==> config.mk <==
export PLATFORM = sky130hd
export DESIGN_NAME = rf_wb_scheduler
export DESIGN_NICKNAME = d
export VERILOG_FILES = /design/src/rtl/rf_pkg.sv /design/src/rtl/rr_arbiter2.sv /design/src/rtl/rf_wb_scheduler.sv
export SDC_FILE = /design/constraint.sdc
export NUM_CORES = 1
export LEC_CHECK = 0
export CAP_MARGIN = 10
export CORE_ASPECT_RATIO = 1.5
export CORE_MARGIN = 1
export CORE_UTILIZATION = 30
export CTS_CLUSTER_DIAMETER = 120
export DETAILED_ROUTE_END_ITERATION = 16
export PLACE_DENSITY_LB_ADDON = 0.2
export SLEW_MARGIN = 25
export SYNTH_ARGS = -nofsm -noshare
export SYNTH_HDL_FRONTEND = slang
export SYNTH_HIERARCHICAL = 1
export SYNTH_SLANG_ARGS = --single-unit
==> constraint.sdc <==
create_clock -name clk -period 4.3 [get_ports clk]
set_input_delay 0.645 -clock clk [delete_from_list [all_inputs] [get_ports clk]]
set_output_delay 0.645 -clock clk [all_outputs]
set_load 0.01 [all_outputs]
==> src/rtl/rf_pkg.sv <==
// Shared widths, writeback request type and grant encoding for the
// register-file writeback scheduler.
package rf_pkg;

  localparam int unsigned DATA_WIDTH    = 32;
  localparam int unsigned ADDRESS_WIDTH = 5;
  localparam int unsigned NUM_REGS      = 32;

  typedef struct packed {
    logic [ADDRESS_WIDTH-1:0] dest;
    logic [DATA_WIDTH-1:0]    data;
  } wb_req_t;

  typedef enum logic {
    GNT_A = 1'b0,
    GNT_B = 1'b1
  } grant_e;

endpackage

==> src/rtl/rr_arbiter2.sv <==
// Two-way round-robin arbiter; the last-granted pointer only moves when
// both requesters compete, so an uncontested grant leaves priority as is.
module rr_arbiter2
  import rf_pkg::*;
(
  input  logic       clk,
  input  logic       rst,
  input  logic       req_a,
  input  logic       req_b,
  output logic [1:0] gnt
);

  grant_e rr_last_q, rr_last_d;

  always_ff @(posedge clk or posedge rst) begin
    if (rst) begin
      rr_last_q <= GNT_B;
    end else begin
      rr_last_q <= rr_last_d;
    end
  end

  always_comb begin
    gnt       = '0;
    rr_last_d = rr_last_q;
    if (req_a && req_b) begin
      if (rr_last_q == GNT_B) begin
        gnt[GNT_A] = 1'b1;
        rr_last_d  = GNT_A;
      end else begin
        gnt[GNT_B] = 1'b1;
        rr_last_d  = GNT_B;
      end
    end else begin
      gnt[GNT_A] = req_a;
      gnt[GNT_B] = req_b;
    end
  end

endmodule

==> src/rtl/rf_wb_scheduler.sv <==
// Arbitrates the single RegFile write port between the ALU and load pipes
// and tracks pending destination writes to stall issue on RAW/WAW hazards.
module rf_wb_scheduler #(
  parameter int unsigned DATA_WIDTH    = rf_pkg::DATA_WIDTH,
  parameter int unsigned ADDRESS_WIDTH = rf_pkg::ADDRESS_WIDTH,
  parameter int unsigned NUM_REGS      = rf_pkg::NUM_REGS
) (
  input  logic                     clk,
  input  logic                     rst,
  input  logic                     iss_valid,
  input  logic                     iss_wr,
  input  logic [ADDRESS_WIDTH-1:0] iss_dest,
  input  logic [ADDRESS_WIDTH-1:0] iss_rs1,
  input  logic [ADDRESS_WIDTH-1:0] iss_rs2,
  output logic                     iss_stall,
  input  logic                     a_valid,
  input  logic [ADDRESS_WIDTH-1:0] a_dest,
  input  logic [DATA_WIDTH-1:0]    a_data,
  output logic                     a_ready,
  input  logic                     b_valid,
  input  logic [ADDRESS_WIDTH-1:0] b_dest,
  input  logic [DATA_WIDTH-1:0]    b_data,
  output logic                     b_ready,
  output logic                     rg_wrt_en,
  output logic [ADDRESS_WIDTH-1:0] rg_wrt_dest,
  output logic [DATA_WIDTH-1:0]    rg_wrt_data
);
  import rf_pkg::*;

  typedef struct packed {
    logic [ADDRESS_WIDTH-1:0] dest;
    logic [DATA_WIDTH-1:0]    data;
  } wb_sel_t;

  logic [NUM_REGS-1:0]      busy_q, busy_d;
  logic [NUM_REGS-1:0]      set_mask, clr_mask;
  logic [1:0]               gnt;
  wb_sel_t                  sel;
  logic                     iss_accept;
  logic                     wb_launch;
  logic                     rg_wrt_en_q, rg_wrt_en_d;
  logic [ADDRESS_WIDTH-1:0] rg_wrt_dest_q, rg_wrt_dest_d;
  logic [DATA_WIDTH-1:0]    rg_wrt_data_q, rg_wrt_data_d;

  rr_arbiter2 u_arb (
    .clk   (clk),
    .rst   (rst),
    .req_a (a_valid),
    .req_b (b_valid),
    .gnt   (gnt)
  );

  assign a_ready = gnt[GNT_A];
  assign b_ready = gnt[GNT_B];

  always_comb begin
    iss_stall  = iss_valid & (busy_q[iss_rs1] | busy_q[iss_rs2] |
                              (iss_wr & busy_q[iss_dest]));
    iss_accept = iss_valid & ~iss_stall & iss_wr & (iss_dest != '0);
    set_mask   = '0;
    if (iss_accept) begin
      set_mask[iss_dest] = 1'b1;
    end
  end

  // Any valid requester is always granted, so a handshake happens whenever
  // either side is valid; dest 0 is accepted but never reaches the RegFile.
  always_comb begin
    sel.dest      = a_dest;
    sel.data      = a_data;
    if (gnt[GNT_B]) begin
      sel.dest = b_dest;
      sel.data = b_data;
    end
    wb_launch     = (a_valid | b_valid) & (sel.dest != '0);
    clr_mask      = '0;
    if (wb_launch) begin
      clr_mask[sel.dest] = 1'b1;
    end
    // Set is applied after clear so a same-cycle issue to the register wins.
    busy_d        = (busy_q & ~clr_mask) | set_mask;
    busy_d[0]     = 1'b0;
    rg_wrt_en_d   = wb_launch;
    rg_wrt_dest_d = rg_wrt_dest_q;
    rg_wrt_data_d = rg_wrt_data_q;
    if (wb_launch) begin
      rg_wrt_dest_d = sel.dest;
      rg_wrt_data_d = sel.data;
    end
  end

  always_ff @(posedge clk or posedge rst) begin
    if (rst) begin
      busy_q        <= '0;
      rg_wrt_en_q   <= 1'b0;
      rg_wrt_dest_q <= '0;
      rg_wrt_data_q <= '0;
    end else begin
      busy_q        <= busy_d;
      rg_wrt_en_q   <= rg_wrt_en_d;
      rg_wrt_dest_q <= rg_wrt_dest_d;
      rg_wrt_data_q <= rg_wrt_data_d;
    end
  end

  assign rg_wrt_en   = rg_wrt_en_q;
  assign rg_wrt_dest = rg_wrt_dest_q;
  assign rg_wrt_data = rg_wrt_data_q;

endmodule

* Word level (Yosys, flattened, before mapping)
Index checks and enable logic that the tools add are counted.
** Word-level totals
- Register bits after elaboration :: 70
- Input port bits :: 95
- Output and inout bits :: 41
- Logic and storage cells :: 45
** Operators by class
- Order comparisons :: 6
- Multiplexer cells :: 16
- Bitwise gates (word level) :: 13
- Reduce and logical (&&, ||, !) cells :: 5
** Operators by type and width (number)
- 32-bit 2-to-1 mux :: 2
- 37-bit 2-to-1 mux :: 1
- 32-bit AND :: 1
- 32-bit NOT :: 1
- 32-bit OR :: 1
- 5-bit by 6-bit < comparator with 1-bit output (second input constant) :: 4
- 1-bit binary-select mux with 5-bit select :: 3
- 1-bit demux with 5-bit select :: 2
- 5-bit by 1-bit greater-or-equal comparator with 1-bit output (second input constant) :: 2
- 5-bit nonzero test :: 2
- 1-bit 2-to-1 mux :: 7
- 1-bit AND :: 6
- 1-bit logical AND :: 3
- 1-bit OR :: 3
- 2-bit 2-to-1 mux :: 1
- 1-bit NOT :: 1

* Logic depth before layout (Yosys ltp)
Gate-level depths: netlist (run 1).
- Depth after elaboration :: 11
- Gate-level depth with buffers :: 9
- Depth with buffers taken out :: 7

* By module
The synthesis (run 1) kept the hierarchy.
** By module, submodules not included
- rf_wb_scheduler :: times used 1, cells each 400, area each 4105.2 µm², sequential area each 1726.7 µm²
- rr_arbiter2 :: times used 1, cells each 7, area each 61.3 µm², sequential area each 26.3 µm²

* Worst setup path before layout (run 1)
Ideal clock, no wire load.
- Path kind :: input to output
- From :: in iss_dest[0]
- To :: out iss_stall
- Arrival time :: 2.473 ns
- Data required time :: 3.655 ns
- Setup slack :: 1.182 ns
- Stages :: 8
- Path buffers :: 2
- Cell sequence :: buf_2 > buf_1 > mux2i_1 > o22ai_1 > a32o_1 > nor3b_1 > nand2b_1 > a21boi_0
** Between the ends
- Word-level cells in the longest chain between the ends :: 5
** Ends and longest elaborated chain
- from (decl) :: line rf_wb_scheduler.sv:12 : input logic [ADDRESS_WIDTH-1:0] iss_dest,
- 1-bit binary-select mux with 5-bit select :: line rf_wb_scheduler.sv:58 : (iss_wr & busy_q[iss_dest]));
- 1-bit 2-to-1 mux (not written as such) :: line rf_wb_scheduler.sv:58
- 1-bit AND :: line rf_wb_scheduler.sv:58
- 1-bit OR :: line rf_wb_scheduler.sv:57 : iss_stall = iss_valid & (busy_q[iss_rs1] | busy_q[iss_rs2] |
- 1-bit AND :: line rf_wb_scheduler.sv:57
- to (decl) :: line rf_wb_scheduler.sv:15 : output logic iss_stall,
Every way passes these cells. The select of a mux whose other input is x is not followed.

* Worst setup path after layout (run 1)
- From :: in iss_rs2[2]
- To :: out iss_stall
** Between the ends
- Word-level cells in the longest chain between the ends :: 5
** Ends and longest elaborated chain
- from (decl) :: line rf_wb_scheduler.sv:14 : input logic [ADDRESS_WIDTH-1:0] iss_rs2,
- 1-bit binary-select mux with 5-bit select :: line rf_wb_scheduler.sv:57
- 1-bit 2-to-1 mux (not written as such) :: line rf_wb_scheduler.sv:57
- 1-bit OR (2 in a row) :: line rf_wb_scheduler.sv:57
- 1-bit AND :: line rf_wb_scheduler.sv:57
Every way passes these cells. The select of a mux whose other input is x is not followed.

==> flow_metrics.tcl, run 1 <==
set metrics [dict create \
    status "complete, but fails checks" \
    violations "DRC" \
    syn_nets 502 \
    firstDrtPassIters 11 \
    ctsHoldBuffers 0 \
    final_cells 703 \
    syn_area_per_cell_um2 10.2 \
    initial_core_util_pct 30.8 \
    hold_path.class "reg -> reg" \
    rsz0062_at_grt "false" \
    overflow 0 \
    clock_skew_ns 0.0102 \
    cts_tree "done" \
    r2r_cells 7 \
    htreeDepth 3 \
    p_int_w 0.00166 \
    via_per_inst 5.45 \
    drt-initial-drc-count 239 \
    path_class "in -> out" \
    cp.depth 8 \
    hold_violations 0 \
    grt_pass1_wl_um 21200 \
    rows 52 \
    tightest_slew_ns 0.854 \
    synth_flop_cell "dfrtp_1" \
    ctsResizeCount 0 \
    drcViolationCount 3 \
    grt_pass1_vias 3904 \
    dieWidth_um 98.2 \
    crit_path_start_kind "input port" \
    core_mm2 0.0135 \
    gp_congestion 0.984 \
    vias 3828 \
    layout.nets 631 \
    clk_latency_ns 0.34 \
    detail-route-antenna-nets 0 \
    drt-total-wl_um 13300 \
    die_y_um 146 \
    seq_area_frac_synth_pct 42.1 \
    placed_cells 687 \
    crit_chain "clkdlybuf4s50_1 -> mux4_2 -> a32oi_1 -> nor2b_1 -> or4_4 -> and2b_1 -> a21boi_0 -> clkdlybuf4s50_1" \
    cp_max_fo 6 \
    crit_top_cell "clkdlybuf4s50_1" \
    clk_pin_slew_ns 0.05 \
    crit_path_end_kind "output port" \
    syn_inst 407 \
    yosys_warnings 6 \
    drive_gt1_share_pct 9.98 \
    clockBufferDepth 2 \
    p_per_area_mw_per_mm2 389 \
    antenna_cells 0 \
    post-cts-setup-buffer-count 0 \
    drv_slew 0 \
    synth.ff_latch_count 70 \
    clock-root-buffer "clkbuf_16" \
    port-buffer-count 135 \
    die-area_mm2 0.0144 \
    place_hpwl_um 10200 \
    synth-edff-count 0 \
    gr-usage-all-layers_pct 19.3 \
    holdPathStages 2 \
    numCtsBuffers 9 \
    crit_buf_inv 2 \
    combinationalPowerShare_pct 27.7 \
    slew_headroom_pct 43.0 \
    required_ns 3.65 \
    boundaryPins 136 \
    power_frac_clock_pct 35.3 \
    cts_sinks 70 \
    post-route-period-util_pct 95.1 \
    antenna_found_initial 0 \
    switching_share_pct 29.1 \
    crit_arrival_ns 3.44 \
    area_growth_pct 44.6 \
    cap_violations 0 \
    crit_family "buffers and inverters" \
    finalCriticalPeriod_ns 4.09 \
    cp_slowest_cell "clkdlybuf4s50_1" \
    async_reset_ff_share_pct 100 \
    netSwitchingPower_w 0.000680 \
    grt_max_degree 74 \
    slowest_delay_ns 0.63 \
    netlist_area_mm2 0.00417 \
    r2r_slack_ns 1.39 \
    setup_viol 0 \
    yosysUniqueCellTypes 53 \
    leakagePower_nw 2.44 \
    wl_per_cell_um 19.0 \
    power_frac_seq_pct 37.1 \
    fmax_ghz 0.245 \
    peakVddDrop_v 0.000209 \
    setup_tns_ns 0 \
]
## sequential cells by signal, indices dropped and copies added (netlist names)
name,cells
busy_q,31
rg_wrt_data,32
rg_wrt_en,1
u_arb/rr_last_q,1
rg_wrt_dest,5
## final timing paths
| check | startpoint | endpoint |
|---|---|---|
| setup reg to reg | busy_q[31] | busy_q[7] |
| max in group asynchronous | rst | rg_wrt_data[21] |
| min in group asynchronous | rst | u_arb/rr_last_q |
| hold reg to reg | rg_wrt_data[28] | rg_wrt_data[28] |
| hold / removal | rg_wrt_data[28] | rg_wrt_data[28] |
| setup / recovery | iss_rs2[2] | iss_stall |
## worst min-delay path: cells and delay by family, from the launching register on
kind            cells  cell delay, ns
compound gates      1            0.06
flops               1            0.34
simple gates        1            0.04
## power by group through the flow
stage	clock network (W)	logic, W	registers [W]
5_1_grt	0.000867	0.000709	0.000879
3_5_place_dp	0	0.000654	0.000875
6_report	0.000826	0.000648	0.000867
3_3_place_gp	0	0.000647	0.000874
4_1_cts	0.000840	0.000656	0.000866
2_1_floorplan	0	0.000314	0.000862
## layout make-up
cell class,count,area [um2]
fill,1342,7510
multi-input combinational,298,2250
sequential,70,1750
timing repair buffer,147,1440
clock buffer,12,256
tap,162,203
clock inverter,4,77.6
inverter,10,38.8
## cells in the final DEF (no fill, tap or decap), types with 3 or more instances in the layout
cell type,instances
o21ai_0,68
clkdlybuf4s50_1,135
nor2_1,5
nand2_1,55
nor2b_1,5
inv_1,9
nand3b_1,6
buf_4,12
mux2i_1,52
dfrtp_1,69
a21oi_1,4
nand3_1,3
o32ai_1,3
o22ai_1,3
nand2b_1,9
mux4_1,3
mux4_2,12
clkbuf_16,9
o41ai_1,7
o31ai_1,21
## synthesized netlist by cell type, types with 2 or more instances
library cell	n	area, um2
a21boi_0	2	15.0
a21oi_1	4	20.0
a32o_1	2	20.0
and2_1	2	12.5
buf_1	3	11.3
buf_6	5	56.3
clkbuf_1	20	75.1
dfrtp_1	69	1730
inv_1	10	37.5
mux2_2	2	22.5
mux2i_1	52	521
mux4_1	3	78.8
mux4_2	12	270
nand2_1	55	206
nand2b_1	9	56.3
nand3_1	3	15.0
nand3b_1	6	45.0
nor2_1	5	18.8
nor2b_1	5	31.3
nor3b_1	2	15.0
o21a_1	2	15.0
o21ai_0	69	345
o221ai_1	2	17.5
o22ai_1	4	25.0
o31ai_1	21	158
o31ai_2	2	25.0
o32ai_1	3	26.3
o41ai_1	7	61.3
or3b_2	2	17.5
## kinds of logic after synthesis
group,count (synthesis),share of synthesized area (%)
AO/OA/AOI/OAI,129,19.7
AND/OR/NAND/NOR,99,12.2
flip-flops,70,42.1
multiplexers,69,21.4
buffers and inverters,39,4.44
XOR/XNOR,1,0.210
## through the flow
stage          instance area [um2]  setup WS, ns  hold WS (ns)  util, %  total power [W]
3_5_place_dp                  5690         0.233         0.469     42.0          0.00153
4_1_cts                       6020         0.205         0.482     44.5          0.00236
6_report                      6020         0.211         0.475     44.5          0.00234
5_1_grt                       6020        0.0704         0.508     44.5          0.00246
3_3_place_gp                  5690         0.238         0.461     42.0          0.00152
2_1_floorplan                 4170          1.18         0.475        -          0.00118
## routing by layer
| layer | track usage, % | part of all wire [%] |
|---|---|---|
| met4 | 11.7 | 5.5 |
| met2 | 32.9 | 50 |
| met5 | 0 | 0 |
| met3 | 5.65 | 7.6 |
| met1 | 21.0 | 37 |
(Power assumes the default switching activity.)
==> run 2: changes to the inputs <==
REMOVE_ABC_BUFFERS = 1   (was not set)
==> run 2 against run 1 <==
- the run still ends with DRC left
- cell area increased by 0.66%
- power decreased by 0.52%
- clock skew shrank 0.0048 ns
- via count fell by 0.73%
- cell count rose by 0.71%
- largest power group unchanged
- global-route usage increased by 0.18 points
- maximum frequency decreased by 0.71%
- utilization up 0.30 points
==> flow_metrics.tcl, run 2 (synthesized netlist as in run 1, its figures left out) <==
set metrics [dict create \
    setup_tns_ns 0 \
    grt_max_degree 74 \
    r2r_slack_ns 1.41 \
    die_y_um 146 \
    rows 52 \
    clock_skew_ns 0.00541 \
    timing.hold.ws_ns 0.476 \
    die-area_mm2 0.0144 \
    ctsResizeCount 0 \
    place_hpwl_um 10500 \
    finalCriticalPeriod_ns 4.12 \
    drt-total-wl_um 13400 \
    ctsHoldBuffers 0 \
    overflow 0 \
    antenna_cells 0 \
    grt_pass1_wl_um 21600 \
    status "complete, but fails checks" \
    slew_headroom_pct 48.1 \
    fmax_ghz 0.243 \
    drv_slew 0 \
    antenna_found_initial 0 \
    final_cells 708 \
    path_class "in -> out" \
    tightest_slew_ns 0.774 \
    firstDrtPassIters 10 \
    cp_slowest_cell "clkdlybuf4s50_1" \
    gp_congestion 0.914 \
    area_growth_pct 45.5 \
    required_ns 3.65 \
    cts_tree "done" \
    layout.nets 636 \
    final_common_cell "clkdlybuf4s50_1" \
    peakVddDrop_v 0.000222 \
    via_per_inst 5.37 \
    mostFrequentLayoutCells "135 x clkdlybuf4s50_1, 69 x dfrtp_1, 68 x o21ai_0, 55 x nand2_1, 52 x mux2i_1" \
    numCtsBuffers 9 \
    rsz0062_at_grt "false" \
    largest_register_ffs 32 \
    hold_path.class "reg -> reg" \
    p_per_area_mw_per_mm2 384 \
    placed_cells 692 \
    cap_violations 0 \
    grt_pass1_vias 3983 \
    crit_top_cell "clkdlybuf4s50_1" \
    post-route-period-util_pct 95.8 \
    gr-usage-all-layers_pct 19.4 \
    post-cts-setup-buffer-count 0 \
    vias 3800 \
    clockBufferDepth 2 \
    crit_path_start_kind "input port" \
    leakagePower_nw 2.46 \
    clk_pin_slew_ns 0.06 \
    setup_viol 0 \
    cp_max_fo 5 \
    drt-initial-drc-count 202 \
    drcViolationCount 3 \
    hold_violations 0 \
    dieWidth_um 98.2 \
    crit_chain "clkdlybuf4s50_1 -> mux4_1 -> a32o_1 -> or4_4 -> and2b_1 -> a21boi_0 -> clkdlybuf4s50_1" \
    detail-route-antenna-nets 0 \
    crit_path_end_kind "output port" \
    wl_per_cell_um 18.9 \
    boundaryPins 136 \
    slowest_delay_ns 0.64 \
    port-buffer-count 135 \
    violations "DRC" \
    clk_latency_ns 0.33 \
    htreeDepth 3 \
    crit_arrival_ns 3.47 \
    initial_core_util_pct 30.8 \
    cts_sinks 70 \
    clock-root-buffer "clkbuf_16" \
    drive_gt1_share_pct 10.8 \
    core_mm2 0.0135 \
]
==> run 2: changes by cell type in the layout (fill, tap and decap cells not counted), sizes merged <==
cell | before | now
clkbuf | 12 | 11
buf | 12 | 17
clkinv | 2 | 3
==> run 2: layer usage <==
| metal | global-route usage [%] | vias to the layer above | routed length [um] |
|---|---|---|---|
| li1 | - | 1790 | - |
| met2 | 33.9 | 159 | 6840 |
| met1 | 21.6 | 1818 | 5150 |
| met3 | 5.22 | 33 | 872 |
| met5 | 0 | - | 0 |
| met4 | 9.85 | 0 | 533 |
==> run 2: report_power, final <==
group	internal, W	total (W)	switching, W
Clock	0.000525	0.000807	0.000282
Sequential	0.000766	0.000857	0.0000915
Combinational	0.000358	0.000665	0.000307
Total	0.00165	0.00233	0.000680
==> run 2: final timing paths <==
path / startpoint / cells past startpoint / end
max: iss_rs2[0] / 7 / iss_stall
min: rg_wrt_dest[4] / 2 / rg_wrt_dest[4]
max reg2reg: busy_q[31] / 7 / busy_q[24]
min reg2reg: rg_wrt_dest[4] / 2 / rg_wrt_dest[4]
max in group asynchronous: rst / 3 / busy_q[11]
min in group asynchronous: rst / 2 / u_arb/rr_last_q
==> run 2: final cells by class <==
type | count | area (um2)
fillers | 1340 | 7470
multi-input cells | 298 | 2250
flip-flops and latches | 70 | 1750
repair buffers | 152 | 1490
clock buffers | 11 | 243
well taps | 162 | 203
clock inverters | 5 | 82.6
inverters | 10 | 37.5
==> run 2: critical path, delay by kind of cell <==
kind                   cells  cell delay (ns)
buffers and inverters      2             1.13
and+or+nand+nor            2             0.74
AOI/OAI and AO/OA          2             0.35
muxes                      1             0.61
==> run 2: metrics by stage <==
stage	area (um2)	utilization (%)	worst slack (ns)	power [W]
finish	6060	44.8	0.182	0.00233
global route	6060	44.8	0.0826	0.00244
CTS	6060	44.8	0.156	0.00235
detailed placement	5740	42.4	0.178	0.00154
global placement	5740	42.4	0.215	0.00152
floorplan	4020	-	-4.45	0.00118
